===== config.mk =====
export PLATFORM = sky130hd
export DESIGN_NAME = matrix_loader
export DESIGN_NICKNAME = d
export VERILOG_FILES = /design/src/rtl/mm_pkg.sv /design/src/rtl/matrix_loader.sv
export SDC_FILE = /design/constraint.sdc
export NUM_CORES = 1
export LEC_CHECK = 0
export BUFFER_PORTS_ARGS = -buffer_cell sky130_fd_sc_hd__buf_2
export CORE_MARGIN = 2
export CORE_UTILIZATION = 35
export CTS_BUF_LIST = sky130_fd_sc_hd__clkbuf_4 sky130_fd_sc_hd__clkbuf_8 sky130_fd_sc_hd__clkbuf_16
export CTS_CLUSTER_DIAMETER = 50
export DETAILED_ROUTE_END_ITERATION = 7
export HOLD_SLACK_MARGIN = 0.15
export SKIP_LAST_GASP = 1
export SYNTH_ARGS = -nofsm -noshare
export SYNTH_HDL_FRONTEND = slang
export SYNTH_SLANG_ARGS = --single-unit

===== constraint.sdc =====
create_clock -name clk -period 5.08 [get_ports clk]
set_input_delay 0 -clock clk [delete_from_list [all_inputs] [get_ports clk]]
set_output_delay 0 -clock clk [all_outputs]
set_load 0.02 [all_outputs]

===== src/rtl/mm_pkg.sv =====
// Shared definitions for the matrix-multiply loader and result-readout stages.
package mm_pkg;

    typedef enum logic [1:0] {
        IDLE,
        LOAD,
        WAIT,
        DONE
    } ldr_state_t;

    // Memory word address: {zero-pad, bank, row[aw-1:0], col[aw-1:0]}.
    // Callers pass row/col already truncated to aw bits.
    function automatic logic [31:0] mm_addr(
        input logic        bank,
        input logic [31:0] row,
        input logic [31:0] col,
        input int unsigned aw
    );
        return (32'(bank) << (2 * aw)) | (row << aw) | col;
    endfunction

endpackage


===== src/rtl/matrix_loader.sv =====
// Streams matrix A (bank 0) then matrix B (bank 1) row-major into the
// multiplier memory, waits out the compute latency, then flags results ready.
module matrix_loader
    import mm_pkg::*;
#(
    parameter int unsigned N        = 32,
    parameter int unsigned COMP_LAT = 8
) (
    input  logic        clk,
    input  logic        reset,
    input  logic        start,
    input  logic        abort,
    input  logic        in_valid,
    input  logic [31:0] in_data,
    output logic        in_ready,
    output logic        we,
    output logic [31:0] writeAddr,
    output logic [31:0] writeData,
    output logic        busy,
    output logic        load_done,
    output logic        results_ready
);

    localparam int unsigned AW = $clog2(N);
    localparam int unsigned CW = 2 * AW + 1;
    localparam int unsigned LW = (COMP_LAT > 1) ? $clog2(COMP_LAT) : 1;

    localparam logic [CW-1:0] CNT_LAST = CW'(2 * N * N - 1);
    localparam logic [LW-1:0] LAT_LAST = LW'(COMP_LAT - 1);

    ldr_state_t    state_q, state_d;
    logic [CW-1:0] cnt_q, cnt_d;
    logic [LW-1:0] lat_q, lat_d;
    logic          we_q, we_d;
    logic [31:0]   addr_q, addr_d;
    logic [31:0]   data_q, data_d;
    logic          busy_q, busy_d;
    logic          done_q, done_d;
    logic          rr_q, rr_d;
    logic          beat;

    // Ready depends on state alone so upstream never sees a valid->ready loop.
    assign in_ready = (state_q == LOAD);
    assign beat     = in_valid && in_ready;

    // Next-state, counter and write-stage computation.
    always_comb begin
        state_d = state_q;
        cnt_d   = cnt_q;
        lat_d   = '0;
        we_d    = 1'b0;
        addr_d  = addr_q;
        data_d  = data_q;
        done_d  = 1'b0;

        // An accepted beat always produces its write next cycle, even when
        // abort lands on the same edge.
        if (beat) begin
            we_d   = 1'b1;
            addr_d = mm_addr(cnt_q[2*AW],
                             32'(cnt_q[2*AW-1:AW]),
                             32'(cnt_q[AW-1:0]),
                             AW);
            data_d = in_data;
        end

        unique case (state_q)
            IDLE: begin
                if (start && !abort) begin
                    state_d = LOAD;
                    cnt_d   = '0;
                end
            end
            LOAD: begin
                if (abort) begin
                    state_d = IDLE;
                    cnt_d   = '0;
                end else if (beat) begin
                    if (cnt_q == CNT_LAST) begin
                        state_d = WAIT;
                        cnt_d   = '0;
                        done_d  = 1'b1;
                    end else begin
                        cnt_d = cnt_q + CW'(1);
                    end
                end
            end
            WAIT: begin
                if (abort) begin
                    state_d = IDLE;
                end else if (lat_q == LAT_LAST) begin
                    state_d = DONE;
                end else begin
                    lat_d = lat_q + LW'(1);
                end
            end
            DONE: begin
                if (abort) begin
                    state_d = IDLE;
                end else if (start) begin
                    state_d = LOAD;
                    cnt_d   = '0;
                end
            end
            default: state_d = IDLE;
        endcase

        // Status outputs are registered from the next state so they track
        // the state register exactly.
        busy_d = (state_d == LOAD) || (state_d == WAIT);
        rr_d   = (state_d == DONE);
    end

    // State, counters and output registers with synchronous reset.
    always_ff @(posedge clk) begin
        if (reset) begin
            state_q <= IDLE;
            cnt_q   <= '0;
            lat_q   <= '0;
            we_q    <= 1'b0;
            addr_q  <= '0;
            data_q  <= '0;
            busy_q  <= 1'b0;
            done_q  <= 1'b0;
            rr_q    <= 1'b0;
        end else begin
            state_q <= state_d;
            cnt_q   <= cnt_d;
            lat_q   <= lat_d;
            we_q    <= we_d;
            addr_q  <= addr_d;
            data_q  <= data_d;
            busy_q  <= busy_d;
            done_q  <= done_d;
            rr_q    <= rr_d;
        end
    end

    assign we            = we_q;
    assign writeAddr     = addr_q;
    assign writeData     = data_q;
    assign busy          = busy_q;
    assign load_done     = done_q;
    assign results_ready = rr_q;

endmodule


==> run metrics <==
Clock Skew 0.00427 ns; Layout Area Growth over Synthesis 34.0%; Routed Antenna Nets 0; # IOs 106; crit path buf inv count 0; H-tree depth 3; Die Area 8200 um^2; core area 7250 um^2; crit-path cells and2b_1, nand2_2, nand3_1, a21oi_1, ha_1, nor2b_1; outcome completed; Static Leak 1.48 nW; drt via density 4.62; largest family of logic cells by synthesized area simple AND/OR/NAND/NOR gates; Synth Area in XOR/XNOR 0.668%; critical-path maximum fanout 46; diode count 0; Nets 467; Non-Filler Instances 528; placed cells 480; Fin. Hold Viols 0; global route overflow 0; post-synth cell types 42; largest delay contributor family on the critical path simple AND/OR/NAND/NOR gates; Synth Area in Compound Gates 15.9%; sum of negative setup slack 0 ns; mean post-synth cell area 8.30 um^2; post-synthesis sequential area ratio 48.1%; Adder-Cell Fraction of Synth Area 1.91%; first-pass GRT wire length 10700 um; vias in the first global route 2300; warnings from Yosys 0; GP Congestion 0.777; path type of the worst min-delay path in2reg; Synth top area share 48.1%; Rel. slew slack 42.3%; uppermost layer routed met4; Netlist Area Pre-Place 2620 um^2; CP Data Arrival Time 2.44 ns; CTS tree built; clk root buf clkbuf_8; post-synthesis simple-gate area fraction 22.6%; Crit. End Element register; initial core utilization 36.2%; die width 90.6 um; FILL cells 749; CTS clk-pin slew, worst paths 0.06 ns; VDD IR max 0.156 mV; Rows 31; largest stage delay on the critical path 0.66 ns; maximum achievable frequency 446 MHz; initial antenna violation count 0; DRC 0; Slew Viols, Final 0; Yosys top cell by area dfxtp_1; RSZ-0062 raised after global routing no; main area contributors after synthesis dfxtp_1 48%, nand2_1 13%, a21oi_1 8.4%; Max Cap Violations 0; Worst Path Required 5.28 ns; met1 WL 2860 um; total routed wirelength 6460 um; Final setup viols 0; clk sinks 63; Tmin final 2.24 ns; hpwl dp 3960 um; WL met3 288 um; multiplexer share of the synthesized area 0%; synthesized instance count 316; Die H 90.6 um; Tcrit/Tclk final 44.1%; drt initial violations 94; gr usage total 16.2%; Power Dens Cells 299 nW/um^2; layout cells sized above 1 26.6%; clock latency on the worst-skew pair 0.33 ns; WL/cell 12.2 um; Crit Path Category reg2reg; Setup crit start kind register; clock buffer depth 2; met2 routed WL 3130 um; DR vias 2440; pin count of the biggest net entering global routing 54; TritonRoute pass-1 iters 4; slowest cell on the critical path nand2_2; number of synthesized register bits 63; Buffers on Ports 84; Worst Tran Pin Value 0.862 ns; CTS buffer count 9
-- flip-flops by register name (all words and copies together), names as in the netlist --
signal / cells
results_ready: 1
we: 1
writeData: 32
state_q: 2
writeAddr: 11
lat_q: 3
cnt_q: 11
busy: 1
load_done: 1
-- layout make-up --
cell class	instances	area (um^2)	share of cell area, %
Clock buffer	10	138	3.92
Clock inverter	4	47.5	1.35
Inverter	3	11.3	0.321
Timing Repair Buffer	120	776	22.1
Multi-Input combinational cell	229	1160	32.9
Sequential cell	63	1260	35.9
Tap cell	99	124	3.53
-- worst min-delay path, cell delays in order --
cell	delay, ns
buf_2	0.10
and2_1	0.14
a22oi_1	0.11
nor3_1	0.12
-- power breakdown --
part	leakage, nW	internal (mW)	switching [mW]	total, mW
combinational	0.881	0.0471	0.0745	0.122
sequential	0.509	0.505	0.00690	0.512
clock	0.0940	0.233	0.184	0.416
total	1.48	0.785	0.265	1.05
-- per-layer routing --
layer	up-vias	global-route usage [%]
met1	1120	19.0
li1	1234	-
met2	70	26.2
met5	-	0
met4	0	9.10
met3	16	5.01
-- layout by cell type (no fill, tap or decap), drive strengths merged, types with 4 or more instances in the layout --
cell type	n
a21oi	52
buf	86
clkbuf	10
conb	21
dfxtp	63
dlygate4sd3	34
ha	4
nand2	93
nand3	5
nor2	6
nor3	4
o21ai	6
or3	5
-- timing repair --
item,CTS,global route
endpoints found under the setup margin,0,0
setup buffers,0,0
hold buffers,34,0
endpoints found under the hold margin,38,0
gates resized for setup,0,0
-- cells by family after synthesis --
family | Yosys count
AND/OR/NAND/NOR | 132
AO/OA/AOI/OAI | 70
flip-flops | 63
buffers and inverters | 44
adder cells (fa/ha/maj) | 4
XOR/XNOR | 2
other | 1
-- Yosys cell counts (all sizes together) --
| cell type | count |
|---|---|
| a221oi | 1 |
| o31ai | 2 |
| conb | 1 |
| nand4 | 3 |
| xnor2 | 2 |
| inv | 3 |
| and3 | 1 |
| o311ai | 1 |
| nand2 | 93 |
| and2 | 3 |
| and2b | 2 |
| clkbuf | 7 |
| nor2 | 6 |
| buf | 34 |
| a31oi | 2 |
| a21o | 1 |
| a22oi | 2 |
| or4 | 2 |
| nand3 | 5 |
| nor3 | 4 |
| a211oi | 1 |
| a21oi | 52 |
| nor4 | 1 |
| or3 | 5 |
| nor2b | 2 |
| dfxtp | 63 |
| or2 | 1 |
| and4 | 3 |
| nor4b | 1 |
| ha | 4 |
| o21ai | 6 |
| o21a | 1 |
| a22o | 1 |
-- final timing paths --
check / from / endpoint / slack, ns / cells past startpoint
worst max-delay path: state_q[1]$_SDFF_PP0_ / busy$_SDFF_PP0_ / 2.84 / 6
worst min-delay path: in_valid / state_q[1]$_SDFF_PP0_ / 0.19 / 4
worst max register to register: state_q[1]$_SDFF_PP0_ / busy$_SDFF_PP0_ / 2.84 / 6
worst min register to register: lat_q[0]$_SDFF_PP0_ / lat_q[0]$_SDFF_PP0_ / 0.44 / 1
-- stage by stage --
| stage | cell area, um^2 | util (%) | power, mW | worst slack (ns) | hold slack, ns |
|---|---|---|---|---|---|
| after global placement | 2990 | 41.2 | 0.622 | 2.85 | 0.243 |
| final | 3510 | 48.4 | 1.05 | 2.84 | 0.191 |
| after detailed placement | 2990 | 41.2 | 0.624 | 2.78 | 0.246 |
| after floorplan | 2700 | - | 0.607 | 3.30 | 0.136 |
| after CTS | 3510 | 48.4 | 1.06 | 2.78 | 0.183 |
| after global routing | 3510 | 48.4 | 1.10 | 2.62 | 0.255 |
No activity file was read; power rests on OpenSTA's default activity.
